### config.mk
export PLATFORM = sky130hd
export DESIGN_NAME = psum_pkt_arbiter
export DESIGN_NICKNAME = d
export VERILOG_FILES = /design/src/rtl/psum_pkt_arbiter.sv
export SDC_FILE = /design/constraint.sdc
export NUM_CORES = 1
export LEC_CHECK = 0
export ABC_AREA = 1
export CORE_ASPECT_RATIO = 1.1
export CORE_UTILIZATION = 35
export CTS_CLUSTER_SIZE = 24
export DETAILED_ROUTE_END_ITERATION = 7
export PLACE_DENSITY = 0.67
export SLEW_MARGIN = 5
export SYNTH_ARGS = -nofsm -noshare
export SYNTH_HDL_FRONTEND = slang
export SYNTH_SLANG_ARGS = --single-unit
### constraint.sdc
create_clock -name clk -period 2.04 [get_ports clk]
set_input_delay 0.306 -clock clk [delete_from_list [all_inputs] [get_ports clk]]
set_output_delay 0.306 -clock clk [all_outputs]
set_load 0.005 [all_outputs]
### src/rtl/psum_pkt_arbiter.sv
// Round-robin arbiter that packs one partial sum at a time into a NoC packet
// and issues it to the router under credit-based flow control.
module psum_pkt_arbiter #(
    parameter int                N_REQ     = 4,
    parameter int                DWIDTH    = 8,
    parameter int                PWIDTH    = 47,
    parameter int                PAD_W     = 32,
    parameter logic [PAD_W-1:0]  PAD_VAL   = 32'h0000FFFF,
    parameter logic              TYPE_BIT  = 1'b1,
    parameter logic [2:0]        DEST_ADDR = 3'b110,
    parameter logic [2:0]        SRC_BASE  = 3'b100,
    parameter int                CREDITS   = 2
) (
    input  logic                      clk,
    input  logic                      rst,
    input  logic [N_REQ-1:0]          req_valid,
    input  logic [N_REQ*DWIDTH-1:0]   req_data,
    output logic [N_REQ-1:0]          req_ready,
    output logic                      out_valid,
    output logic [PWIDTH-1:0]         out_packet,
    input  logic                      out_ready,
    input  logic                      credit_in,
    output logic [2:0]                credit_cnt,
    output logic                      credit_err
);

    localparam int unsigned NR       = N_REQ;
    localparam int          PTR_W    = (N_REQ > 1) ? $clog2(N_REQ) : 1;
    localparam logic [2:0]  CRED_MAX = 3'(CREDITS);

    typedef enum logic {IDLE, HOLD} state_e;

    state_e              state_q, state_d;
    logic [PTR_W-1:0]    rr_ptr_q, rr_ptr_d;
    logic [PWIDTH-1:0]   pkt_q, pkt_d;
    logic                valid_q, valid_d;
    logic [2:0]          cred_q, cred_d;
    logic                err_q, err_d;

    logic                found;
    logic [PTR_W-1:0]    winner;
    logic [DWIDTH-1:0]   win_data;
    logic                grant;
    logic                handshake;

    // First valid requester at or after rr_ptr, wrapping modulo N_REQ.
    always_comb begin
        found    = 1'b0;
        winner   = '0;
        win_data = '0;
        for (int unsigned k = 0; k < NR; k++) begin
            int unsigned idx;
            idx = (32'(rr_ptr_q) + k) % NR;
            if (!found && req_valid[PTR_W'(idx)]) begin
                found    = 1'b1;
                winner   = PTR_W'(idx);
                win_data = req_data[idx*DWIDTH +: DWIDTH];
            end
        end
    end

    assign grant     = !rst && (state_q == IDLE) && found && (cred_q != 3'd0);
    assign handshake = !rst && (state_q == HOLD) && out_ready;

    always_comb begin
        state_d   = state_q;
        rr_ptr_d  = rr_ptr_q;
        pkt_d     = pkt_q;
        valid_d   = valid_q;
        cred_d    = cred_q;
        err_d     = err_q;
        req_ready = '0;

        case (state_q)
            IDLE: begin
                if (grant) begin
                    req_ready[winner] = 1'b1;
                    pkt_d    = PWIDTH'({TYPE_BIT, DEST_ADDR, SRC_BASE + 3'(winner),
                                        PAD_VAL, win_data});
                    valid_d  = 1'b1;
                    rr_ptr_d = (32'(winner) == NR - 1) ? '0 : winner + 1'b1;
                    state_d  = HOLD;
                end
            end
            HOLD: begin
                if (handshake) begin
                    valid_d = 1'b0;
                    state_d = IDLE;
                end
            end
            default: state_d = IDLE;
        endcase

        // A returned credit and a consumed credit in the same cycle cancel out.
        if (handshake && !credit_in) begin
            cred_d = cred_q - 3'd1;
        end else if (credit_in && !handshake) begin
            if (cred_q == CRED_MAX) begin
                err_d = 1'b1;
            end else begin
                cred_d = cred_q + 3'd1;
            end
        end
    end

    always_ff @(posedge clk) begin
        if (rst) begin
            state_q  <= IDLE;
            rr_ptr_q <= '0;
            pkt_q    <= '0;
            valid_q  <= 1'b0;
            cred_q   <= CRED_MAX;
            err_q    <= 1'b0;
        end else begin
            state_q  <= state_d;
            rr_ptr_q <= rr_ptr_d;
            pkt_q    <= pkt_d;
            valid_q  <= valid_d;
            cred_q   <= cred_d;
            err_q    <= err_d;
        end
    end

    assign out_valid  = valid_q;
    assign out_packet = pkt_q;
    assign credit_cnt = cred_q;
    assign credit_err = err_q;

endmodule

==> metrics.sh <==
STATUS='complete, but fails checks'
VIOLATIONS='negative setup slack'
IO_BUFFERS=78
P_LEAK_nW=1.91
INSTANCES_NO_FILL=644
TIMING.FMAX_MHz=441
FINALWORSTPATHREQUIREDPERIOD_NS=2.27
FINAL_AREA_UM2=3850
YS_TOP_CELLS_BY_COUNT='sky130_fd_sc_hd__nand2_1, sky130_fd_sc_hd__o21ai_0, sky130_fd_sc_hd__inv_1, sky130_fd_sc_hd__buf_4, sky130_fd_sc_hd__nand3_1'
CP.ARRIVAL_NS=2.45
YOSYS-TOP-CELLS-AREA='sky130_fd_sc_hd__nand2_1, sky130_fd_sc_hd__dfxtp_1, sky130_fd_sc_hd__buf_4'
FINALSETUPTNS_NS=-2.33
FINAL.FILL_COUNT=698
DRC=0
GRT_FIRST_PASS_WIRELENGTH_UM=11600
POST_DP_CELL_AREA_UM2=3320
POSTROUTEWIRELENGTH_UM=6970
FINAL-MAX-SLEW-VIOLATION-COUNT=0
FINAL_NET_COUNT=607
TIMING.FINAL.HOLD_VIOLATIONS=0
YOSYSTOPAREACELL='sky130_fd_sc_hd__nand2_1'
WORSTMARGINPINSLEW_NS=0.530
CORE_AREA_UM2=7050
SETUP_VIOL=13
YOSYSSEQAREASHARE_PCT=14.8
LAYOUT_WORST_PATH_CYCLE_SHARE_PCT=111
YOSYSWARNINGCOUNT=0
FLOORPLAN.DIE.HEIGHT_UM=91.8
POST_SYNTH.CELL_AREA_AVG_UM2=5.56
FINAL.SETUP_SKEW_NS=0.00561
INITIAL_UTILIZATION_PCT=36.4
LAYOUT_SETUP_WS_NS=-0.226
CTS_INSERTED_BUFFERS=3
GRT_MAX_DEGREE=40
ROUTE.DETAILED.WL_PER_INST_UM=10.8
AREA.GROWTH.SYNTH_TO_FINAL_PCT=50.3
DIE_W_UM=83.6
TRITONCTS='done'
CTSHTREEMAXLEVEL=1
SYNTH-EDFF-COUNT=0
SYNTH-MAIN-FF-CELL='sky130_fd_sc_hd__dfxtp_1'
CTS.SINK_COUNT=19
IR_DROP_V=0.000988
INSERTEDDIODECOUNT=0
NETLIST-CELL-TYPE-COUNT=33
SYN_AREA_UM2=2560
DRV.MAX_CAP_VIOLATION_COUNT=0
SHARE_OF_YOSYS_CELL_AREA_CLAIMED_BY_THE_TOP_AREA_CELL_TYPE_PCT=25.2
DETAILED_PLACE_HPWL_UM=4920
WORSTHOLDPATHTYPE='flip-flop to flip-flop'
YOSYS_REGISTER_BITS=19
FIN_WORST_HOLD_SLACK_NS=0.469
RELSLEWSLACK_PCT=64.6
CRITICAL_PATH_PEAK_FANOUT=8
FP.DIEAREA_UM2=7670
SYNTH_MOST_COMMON_CELL='sky130_fd_sc_hd__nand2_1'
ASYNCSETRESETFLOPFRACSYNTH_PCT=0
CTSLONGESTPATHBUFFERS=2
WORST_EP_REQUIRED_TIME_NS=2.23
POWER_DENSITY_nW_PER_UM2=1660
SYNTHCELLS=461
PLACED_CELLS=612
CRITICAL_PATH_CLASS='flip-flop to flip-flop'
DRT-VIAS-PER-INSTANCE=4.62
DRTITER0DRC=152
IO_PINS=96
CORE.ROWCOUNT=32
CLOCK_SLEW_AT_REPORTED_PATH_FFS_NS=0.07
DRT-PASS1-ITER-COUNT=5
NUM_VIAS=2973
OVERFLOW=0
CLOCKROOTBUFFER='sky130_fd_sc_hd__clkbuf_8'
ANT_NETS=0
CRIT_PATH_END_KIND='flip-flop'
CRITPATHLAUNCHTYPE='flip-flop'
VIA_COUNT_OF_THE_FIRST_GLOBAL_ROUTING_PASS=2690
PLACE.GP.CONGESTION=0.879
TRACK_USAGE_PCT=17.7
CLOCK_LATENCY_NS=0.25
POST_ROUTE_CELLS_DRIVE_ABOVE_1_SHARE_PCT=25.2
ANTENNA_FOUND_INITIAL=0
RSZ0062_AT_GRT='true'
[layout make-up]
cell class / count / area [µm²] / area share [%]
repair buffers: 137 / 1260 / 32.7
flip-flops and latches: 19 / 385 / 10.0
well taps: 85 / 106 / 2.76
clock buffers: 4 / 45.0 / 1.17
multi-input cells: 347 / 1850 / 48.0
inverters: 52 / 208 / 5.39
[flip-flops by register name, indices dropped and copies added (netlist names)]
name / flops
out_packet: 11
credit_cnt: 3
rr_ptr_q: 2
credit_err: 1
out_valid: 1
state_q: 1
[cells by family after synthesis]
logic type               share of synthesized area, %
XOR/XNOR                                        0.342
AND/OR/NAND/NOR                                  43.6
flip-flops                                       14.8
other                                           0.146
AO/OA/AOI/OAI                                    12.9
adder cells (fa/ha/maj)                          3.71
buffers and inverters                            24.5
[worst max-delay path, stage by stage, from the launching register on]
cell and delay [ns]:
sky130_fd_sc_hd__dfxtp_4 0.42, sky130_fd_sc_hd__inv_8 0.06, sky130_fd_sc_hd__nand2_1 0.12, sky130_fd_sc_hd__nand2_4 0.08
sky130_fd_sc_hd__nand2_2 0.07, sky130_fd_sc_hd__nand2_2 0.07, sky130_fd_sc_hd__buf_4 0.14, sky130_fd_sc_hd__buf_4 0.12
sky130_fd_sc_hd__buf_4 0.12, sky130_fd_sc_hd__buf_4 0.12, sky130_fd_sc_hd__buf_4 0.12, sky130_fd_sc_hd__buf_4 0.12
sky130_fd_sc_hd__buf_4 0.13, sky130_fd_sc_hd__nor2_4 0.10, sky130_fd_sc_hd__buf_8 0.15, sky130_fd_sc_hd__nand2_1 0.05
sky130_fd_sc_hd__nand3_1 0.08, sky130_fd_sc_hd__nor2_1 0.05, sky130_fd_sc_hd__nor2_1 0.07
[final timing paths]
check	slack (ns)	to	start	depth (start not counted)
min reg2reg	0.47	out_packet[40]	out_packet[40]	2
max	-0.23	out_packet[5]	rr_ptr_q[0]	18
min	0.47	out_packet[40]	out_packet[40]	2
max reg2reg	-0.23	out_packet[5]	rr_ptr_q[0]	18
[stage by stage]
step	power, mW	worst slack [ns]	utilization (%)
after floorplan	3.42	0.0819	-
after global placement	4.53	-0.620	47.1
final	6.40	-0.226	54.7
after CTS	5.91	-0.164	52.6
after detailed placement	4.60	-0.705	47.1
after global routing	7.02	-0.344	54.7
[layer usage]
layer | vias to the layer above | part of all wire, % | global-route usage [%]
met1 | 1266 | 45 | 22.6
met3 | 9 | 6.2 | 1.17
met4 | 0 | 1.4 | 6.36
met5 | - | 0 | 0
met2 | 116 | 48 | 31.0
li1 | 1582 | - | -
[power breakdown]
| group | leakage, nW | switching, mW | internal, mW |
|---|---|---|---|
| sequential | 0.158 | 0.128 | 0.518 |
| clock | 0.0228 | 0.116 | 0.139 |
| combinational | 1.73 | 2.90 | 2.60 |
| total | 1.91 | 3.15 | 3.26 |
[cell usage in the layout (no fill, tap or decap), types with 10 or more instances in the layout]
master | netlist | layout
sky130_fd_sc_hd__nand3_1 | 33 | 21
sky130_fd_sc_hd__buf_4 | 37 | 50
sky130_fd_sc_hd__nand2_2 | 6 | 24
sky130_fd_sc_hd__dfxtp_1 | 19 | 17
sky130_fd_sc_hd__clkdlybuf4s50_1 | 0 | 69
sky130_fd_sc_hd__nor2_1 | 28 | 25
sky130_fd_sc_hd__nand3_2 | 1 | 12
sky130_fd_sc_hd__nand2_4 | 1 | 11
sky130_fd_sc_hd__nand4_1 | 10 | 10
sky130_fd_sc_hd__o21ai_0 | 52 | 51
sky130_fd_sc_hd__conb_1 | 1 | 17
sky130_fd_sc_hd__inv_1 | 49 | 43
sky130_fd_sc_hd__nand2_1 | 172 | 144
[timing repair]
item / CTS / global route
setup endpoints to repair: 8 / 18
gates cloned: 0 / 0
buffers inserted: 25 / 5
hold buffers: 0 / 0
pin swaps: 37 / 9
resized for setup: 77 / 31
Power figures use the tool's default switching activity.
